[src/rtl/sd_sector_responder.sv]
// Sector-request responder: moves one 512-byte sector between the drive-side
// buffer port and a byte-wide image memory for each sd_rd/sd_wr request.
module sd_sector_responder #(
   parameter int MEM_AW  = 24,
   parameter int DIN_LAT = 2
) (
   input  logic               sd_clk,
   input  logic               reset,
   input  logic [31:0]        sd_lba,
   input  logic               sd_rd,
   input  logic               sd_wr,
   output logic               sd_ack,
   output logic [8:0]         sd_buff_addr,
   output logic [7:0]         sd_buff_dout,
   input  logic [7:0]         sd_buff_din,
   output logic               sd_buff_wr,
   input  logic               img_mounted,
   input  logic [MEM_AW-10:0] img_size,
   input  logic               img_wp,
   output logic [MEM_AW-1:0]  mem_addr,
   output logic               mem_rd,
   output logic               mem_wr,
   output logic [7:0]         mem_din,
   input  logic [7:0]         mem_dout,
   input  logic               mem_ready
);
   localparam int LBA_W = MEM_AW - 9;
   localparam int CNT_W = $clog2(DIN_LAT + 1);

   typedef enum logic [2:0] {
      IDLE, RD_MEM, RD_PUT, WR_ADDR, WR_WAIT, WR_MEM, FINISH, RELEASE
   } state_t;

   state_t             state_q, state_d;
   logic [LBA_W-1:0]   lba_q, lba_d;
   logic               valid_q, valid_d;
   logic               wp_q, wp_d;
   logic               quiet_q, quiet_d;
   logic [8:0]         idx_q, idx_d;
   logic [CNT_W-1:0]   cnt_q, cnt_d;
   logic               ack_q, ack_d;
   logic               bwr_q, bwr_d;
   logic [8:0]         baddr_q, baddr_d;
   logic [7:0]         bdout_q, bdout_d;
   logic               mrd_q, mrd_d;
   logic               mwr_q, mwr_d;
   logic [MEM_AW-1:0]  maddr_q, maddr_d;
   logic [7:0]         mdin_q, mdin_d;
   logic               lba_ok;
   logic               last;

   // LBA bits beyond the image address space make the request out of range
   assign lba_ok = ((sd_lba >> LBA_W) == 32'd0) && (sd_lba[LBA_W-1:0] < img_size);
   assign last   = (idx_q == 9'd511);

   always_comb begin
      state_d = state_q;
      lba_d   = lba_q;
      valid_d = valid_q;
      wp_d    = wp_q;
      idx_d   = idx_q;
      cnt_d   = cnt_q;
      ack_d   = ack_q;
      bwr_d   = 1'b0;
      baddr_d = baddr_q;
      bdout_d = bdout_q;
      mrd_d   = mrd_q;
      mwr_d   = mwr_q;
      maddr_d = maddr_q;
      mdin_d  = mdin_q;
      quiet_d = quiet_q | (~sd_rd & ~sd_wr);
      case (state_q)
         IDLE: begin
            if (sd_rd | sd_wr) begin
               lba_d   = sd_lba[LBA_W-1:0];
               valid_d = img_mounted & lba_ok;
               wp_d    = img_wp;
               idx_d   = '0;
               ack_d   = 1'b1;
               quiet_d = 1'b0;
               state_d = sd_rd ? RD_MEM : WR_ADDR;
            end
         end
         RD_MEM: begin
            if (!valid_q) begin
               bwr_d   = 1'b1;
               baddr_d = idx_q;
               bdout_d = 8'h00;
               state_d = RD_PUT;
            end else if (!mrd_q) begin
               mrd_d   = 1'b1;
               maddr_d = {lba_q, idx_q};
            end else if (mem_ready) begin
               mrd_d   = 1'b0;
               bwr_d   = 1'b1;
               baddr_d = idx_q;
               bdout_d = mem_dout;
               state_d = RD_PUT;
            end
         end
         RD_PUT: begin
            if (last) begin
               state_d = FINISH;
            end else begin
               idx_d   = idx_q + 9'd1;
               state_d = RD_MEM;
            end
         end
         WR_ADDR: begin
            baddr_d = idx_q;
            cnt_d   = '0;
            state_d = WR_WAIT;
         end
         WR_WAIT: begin
            if (cnt_q == CNT_W'(DIN_LAT - 1)) begin
               mdin_d  = sd_buff_din;
               state_d = WR_MEM;
            end else begin
               cnt_d = cnt_q + 1'b1;
            end
         end
         WR_MEM: begin
            // protected or out-of-range writes still walk all 512 bytes
            if (valid_q && !wp_q && !mwr_q) begin
               mwr_d   = 1'b1;
               maddr_d = {lba_q, idx_q};
            end else if (!valid_q || wp_q || mem_ready) begin
               mwr_d = 1'b0;
               if (last) begin
                  state_d = FINISH;
               end else begin
                  idx_d   = idx_q + 9'd1;
                  state_d = WR_ADDR;
               end
            end
         end
         FINISH: begin
            if (quiet_q | (~sd_rd & ~sd_wr)) begin
               ack_d   = 1'b0;
               state_d = RELEASE;
            end
         end
         RELEASE: state_d = IDLE;
         default: state_d = IDLE;
      endcase
   end

   always_ff @(posedge sd_clk) begin
      if (reset) begin
         state_q <= IDLE;
         lba_q   <= '0;
         valid_q <= 1'b0;
         wp_q    <= 1'b0;
         quiet_q <= 1'b0;
         idx_q   <= '0;
         cnt_q   <= '0;
         ack_q   <= 1'b0;
         bwr_q   <= 1'b0;
         baddr_q <= '0;
         bdout_q <= '0;
         mrd_q   <= 1'b0;
         mwr_q   <= 1'b0;
         maddr_q <= '0;
         mdin_q  <= '0;
      end else begin
         state_q <= state_d;
         lba_q   <= lba_d;
         valid_q <= valid_d;
         wp_q    <= wp_d;
         quiet_q <= quiet_d;
         idx_q   <= idx_d;
         cnt_q   <= cnt_d;
         ack_q   <= ack_d;
         bwr_q   <= bwr_d;
         baddr_q <= baddr_d;
         bdout_q <= bdout_d;
         mrd_q   <= mrd_d;
         mwr_q   <= mwr_d;
         maddr_q <= maddr_d;
         mdin_q  <= mdin_d;
      end
   end

   assign sd_ack       = ack_q;
   assign sd_buff_wr   = bwr_q;
   assign sd_buff_addr = baddr_q;
   assign sd_buff_dout = bdout_q;
   assign mem_rd       = mrd_q;
   assign mem_wr       = mwr_q;
   assign mem_addr     = maddr_q;
   assign mem_din      = mdin_q;
endmodule

[config.mk]
export PLATFORM = sky130hd
export DESIGN_NAME = sd_sector_responder
export DESIGN_NICKNAME = d
export VERILOG_FILES = /design/src/rtl/sd_sector_responder.sv
export SDC_FILE = /design/constraint.sdc
export NUM_CORES = 1
export LEC_CHECK = 0
export ABC_AREA = 1
export CAP_MARGIN = 20
export CORE_MARGIN = 2
export CORE_UTILIZATION = 42
export CTS_CLUSTER_SIZE = 20
export DETAILED_ROUTE_END_ITERATION = 16
export GPL_ROUTABILITY_DRIVEN = 0
export PLACE_DENSITY = 0.76
export SLEW_MARGIN = 10
export SYNTH_ARGS = -nofsm -noshare
export SYNTH_HDL_FRONTEND = slang
export SYNTH_SLANG_ARGS = --single-unit
[constraint.sdc]
create_clock -name sd_clk -period 1.7 [get_ports sd_clk]
set_input_delay 0.425 -clock sd_clk [delete_from_list [all_inputs] [get_ports sd_clk]]
set_output_delay 0.425 -clock sd_clk [all_outputs]
set_load 0.05 [all_outputs]
# Word level (Yosys, flattened, before mapping)
# Cells that the tools add are included.
op_classes:
  add_sub_neg: 2
  muxes: 42
  n_reduce_logical: 28
  eq_ne: 22
  order_cmp: 1
  bitwise_logic: 7
op_table:
  columns: ["op", "n"]
  rows:
  - ["$mux W24", 3]
  - ["$mux W9", 7]
  - ["$pmux W24 S2", 1]
  - ["$logic_not A32 Y1", 1]
  - ["$mux W3", 10]
  - ["$pmux W9 S3", 1]
  - ["$mux W8", 3]
  - ["$pmux W3 S8", 1]
  - ["$ne A2 B2 Y1 const B", 10]
  - ["$pmux W9 S2", 1]
  - ["$lt A15 B15 Y1", 1]
  - ["$eq A3 B3 Y1 const B", 4]
  - ["$mux W1", 11]
  - ["$reduce_and A2 Y1", 5]
  - ["$reduce_bool A2 Y1", 5]
  - ["$add A9 B1 Y9 const B", 1]
  - ["$eq A9 B9 Y1 const B", 1]
  - ["$reduce_and A3 Y1", 3]
  - ["$reduce_and A4 Y1", 2]
  - ["$reduce_and A7 Y1", 1]
  - ["$eq A3 B2 Y1 const B", 2]
  - ["$ne A3 B3 Y1 const B", 2]
  - ["$mux W2", 2]
  - ["$pmux W2 S2", 1]
  - ["other kinds (14)", 23]
word_totals:
  in_bits: 70
  elab_cells: 117
  out_inout_bits: 53
  register_bits: 85

# Longest topological paths before layout
depth:
  word_depth: 6
  depth_mapped: 13
  depth_no_buf: 13

# Worst setup path after synthesis
# OpenSTA, ideal clock, no wires.
synth_timing:
  path_type: "register to register"
  start: "register idx_q[0]"
  end: "register idx_q[1]"
  required_time_ns: 1.584
  stages_incl_launch_ff: 14
  path_slack_ns: 0.034
  arrival_time_ns: 1.550
  setup_ns: 0.116
  synth_period_minus_slack_ns: 1.666
  n_path_buf: 0
  cell_sequence: "dfxtp_1 ha_1 nand2_1 inv_1 nand4_1 nor2_1 ha_1 inv_1 nand2_1 nand2_1 nand3_2 nand2_1 nand2_1 nor2_1"
synth_between:
  elab_chain_len: 5
  word_cells_on_any_way: 6
  cone_classes: "add/sub (1); eq/ne (1); mux (4)"
synth_lines:
  columns: ["element", "line_no", "source"]
  rows:
  - ["from (decl)", "39", "logic [8:0] idx_q, idx_d;"]
  - ["from (signal assigned)", "171", "idx_q <= idx_d;"]
  - ["$add A9 B1 Y9 / $eq A9 B9 Y1 (equally long branches)", "105, 132, 54", null]
  - ["$mux W9 (*)", "102, 129", null]
  - ["$mux W9", "127", "end else if (!valid_q || wp_q || mem_ready) begin"]
  - ["$mux W9", "124", "if (valid_q && !wp_q && !mwr_q) begin"]
  - ["$pmux W9 S3 (*)", "72", "case (state_q)"]
# Mark *: on every way between the ends. The rest lies on a longest branch, timed or not. The select of a mux whose other input is x is not followed.
# A chain may end at the register's enable or synchronous reset.

# Worst setup path after layout
layout_timing:
  start: "register idx_q[1]"
  end: "register idx_q[3]"
# The elaborated chain is that of the path after synthesis.

==> results.py <==
metrics = {
    "finish": {
        "design_area_um2": 5790,
        "area_growth_pct": 48.7,
        "layout.nets": 777,
        "antenna_cells": 0,
        "regArea_um2": 1710,
        "multi_input_area_um2": 1990,
        "layout-drive-gt1-share": 0.231,
        "fillers": 765,
    },
    "critical_path": {
        "crit_path_end": "idx_q[3]",
        "worstSetupStartpointType": "flop",
        "ff2ff_setup_slack_ns": -0.05,
        "crit_start": "idx_q[1]",
        "crit_arrival_ns": 2.02,
        "endpoint_kind": "flop",
        "rr_endpoint": "idx_q[3]",
        "cp.required_ns": 1.98,
        "reg2reg_depth": 12,
        "criticalPathCategory": "reg2reg",
        "r2r-start": "idx_q[1]",
        "path_cells": "ha_4 -> nand2_4 -> inv_2 -> nand4_1 -> nor2_1 -> ha_2 -> inv_2 -> nand2_4 -> nand2_4 -> nand3_4 -> nand2_1 -> a21oi_1",
        "crit_fanout": 4,
        "cp_common_cell": "nand2_4",
        "max_stage_delay_ns": 0.36,
        "cp_slowest_cell": "dfxtp_2",
    },
    "placed_design": {
        "dpl.hpwl_um": 7720,
        "post_dp_cell_area_um2": 5380,
        "io_buffers": 122,
    },
    "timing": {
        "fin_setup_tns_ns": -0.0453,
        "period_needed_ns": 1.75,
        "finalHoldViolCount": 0,
        "max_slew_margin": 0.696,
        "finalClockSkew_ns": 0.0100,
        "fin_crit_sh": 1.03,
        "tightest_slew_ns": 0.457,
        "max_freq_mhz": 573,
        "finalSetupViolations": 1,
        "rsz0062_at_grt": "yes",
        "setup_slack_ns": -0.0453,
        "slew_violations": 0,
    },
    "global_routing": {
        "grt_pass1_wl_um": 17000,
        "grt_max_degree": 44,
        "gr-total-overflow": 0,
        "grt.total_usage": 0.210,
        "first_global_vias": 3854,
        "antenna_found_initial": 0,
    },
    "synthesis": {
        "synth.distinct_cells": 27,
        "postSynthAreaPerCell_um2": 7.25,
        "yosysWarningCount": 0,
        "syn-num-nets": 625,
        "ys_ff_latch": 85,
        "syn_inst": 537,
        "ys_seq_area_frac": 0.437,
        "synth_area_um2": 3890,
    },
    "floorplanning": {
        "io_pins": 123,
        "fp-row-count": 35,
        "start_util": 0.427,
        "die_area_um2": 10100,
        "die-height_um": 100,
        "die_w_um": 100,
        "core_area_um2": 9110,
    },
    "job": {
        "max_cap_viol_count": 0,
    },
    "power_and_ir_drop": {
        "power_switching_uw": 3060,
        "combPwrFrac": 0.456,
        "p_int_uw": 4360,
        "power_leakage_uw": 0.00256,
        "ir_drop_uv": 747,
        "clkPwrFrac": 0.190,
        "power.share.switching": 0.412,
        "seqPwrFrac": 0.354,
        "power_density_nw_per_um2": 1280,
        "power.total_uw": 7420,
    },
    "route": {
        "firstDrtPassIters": 5,
        "postRouteAntennaNets": 0,
        "viasPerCell": 5.05,
        "first_iter_violations": 186,
        "routed_wl_um": 10700,
        "vias": 4067,
        "avgRoutedWirePerCell_um": 13.3,
        "drc": 0,
    },
    "clock_network": {
        "cts_tree": "yes",
        "clk_latency_ns": 0.35,
        "numCtsBuffers": 9,
        "cts_buffer_depth": 2,
        "htreeDepth": 3,
        "cts_hold_buf": 0,
        "clock-sinks": 85,
        "path_clk_slew_ns": 0.09,
        "cts_root_buffer": "clkbuf_8",
    },
    "status": {
        "violations": "setup timing",
        "status": "finished, violations left",
    },
    "min_path": {
        "min_path_type": "reg2reg",
    },
}
[power groups by stage]
stage                     clock network (µW)  logic, µW  registers [µW]
after detailed placement                   0       3050            2650
after global routing                    1510       3750            2670
after floorplan                            0       1470            3070
final                                   1410       3380            2620
after CTS                               1440       3150            2620
after global placement                     0       2990            2630
[critical path: cells and delay by family, from the launching register on]
kind	cells	cell delay (ns)
simple gates	7	0.64
fa+ha+maj	2	0.35
buf+inv	2	0.12
flops	1	0.36
compound gates	1	0.18
[flip-flops by register name, summed over array words and instances, names as in the netlist]
name and count:
quiet_q 1, idx_q 9, state_q 3, mem_addr 24
sd_ack 1, mem_rd 1, lba_q 15, cnt_q 2
wp_q 1, mem_din 8, valid_q 1, sd_buff_dout 8
sd_buff_addr 9, sd_buff_wr 1, mem_wr 1
[cells in the final DEF, fill, tap and decap left out, types with 3 or more instances in the layout]
master	n
nand3_1	29
a21oi_2	4
nor2_1	57
dfxtp_2	4
ha_1	14
nand2_2	9
a21oi_1	60
clkbuf_8	9
o21ai_0	56
nor2_2	5
inv_1	65
nand2_1	86
clkdlybuf4s50_1	69
buf_12	9
nand3_4	3
nand2_4	3
nand4_1	6
buf_4	79
o21ai_2	8
clkinvlp_4	3
inv_2	4
nand3_2	4
dfxtp_1	81
[final cells by class]
cell class | instances | share of cell area
clock buffers | 10 | 0.0220
clock inverters | 6 | 0.0110
inverters | 70 | 0.0460
multi-input cells | 363 | 0.344
flip-flops and latches | 85 | 0.295
well taps | 111 | 0.0240
repair buffers | 159 | 0.257
repair inverters | 1 | 0.000865
[routing by layer]
layer  vias to the layer above  global-route usage  part of all wire
li1                       2045                   -                 -
met1                      1846               0.244              0.41
met2                       152               0.370              0.50
met3                        24              0.0522             0.074
met4                         0              0.0822             0.023
met5                         -                   0                 0
[how the worst min path moves through the flow]
stage | startpoint | to | slack, ns | cells after the start
2_1_floorplan | lba_q[0] | mem_addr[9] | 0.42 | 2
3_5_place_dp | lba_q[0] | mem_addr[9] | 0.44 | 2
3_3_place_gp | lba_q[12] | lba_q[12] | 0.44 | 2
6_report | lba_q[11] | mem_addr[20] | 0.45 | 2
5_1_grt | lba_q[8] | mem_addr[17] | 0.47 | 2
4_1_cts | lba_q[0] | mem_addr[9] | 0.46 | 2
[metrics by stage]
step,setup WS [ns],util,std cells,hold slack (ns)
after floorplan,0.0343,-,537,0.420
after global placement,-0.204,0.591,784,0.438
after detailed placement,-0.249,0.591,784,0.437
after CTS,0.00329,0.620,804,0.456
after global routing,-0.135,0.635,805,0.467
final,-0.0453,0.635,805,0.454
[cell families (layout without fill, tap and decap cells)]
family / count (synthesis) / after routing / share of synthesized area
buffers and inverters: 90 / 246 / 0.0942
AOI/OAI and AO/OA: 132 / 132 / 0.181
xor gates and xnor gates: 1 / 1 / 0.00225
adders and majority gates: 18 / 18 / 0.0579
DFF: 85 / 85 / 0.437
and+or+nand+nor: 211 / 212 / 0.227
[cells in the mapped netlist (all sizes together)]
| library cell | instances | area [µm²] |
|---|---|---|
| clkinv | 1 | 3.75 |
| a21oi | 64 | 320 |
| nor2 | 64 | 248 |
| clkbuf | 9 | 33.8 |
| o211ai | 1 | 7.51 |
| ha | 18 | 225 |
| nand2 | 98 | 370 |
| o211a | 1 | 10.0 |
| dfxtp | 85 | 1700 |
| nand4 | 6 | 37.5 |
| o21ai | 65 | 355 |
| nand3 | 35 | 180 |
| inv | 69 | 259 |
| nor3 | 3 | 15.0 |
| or2 | 3 | 18.8 |
| buf | 11 | 70.1 |
| o221a | 1 | 11.3 |
| xnor2 | 1 | 8.76 |
| nand3b | 2 | 15.0 |
[what timing repair did]
action / 4_1_cts / 5_1_grt
endpoints found under the setup margin: 10 / 39
pin swaps: 3 / 19
resized for setup: 11 / 38
gates cloned: 1 / 1
setup buffers: 4 / 2
Note: power is estimated with default switching activity, not from simulation.
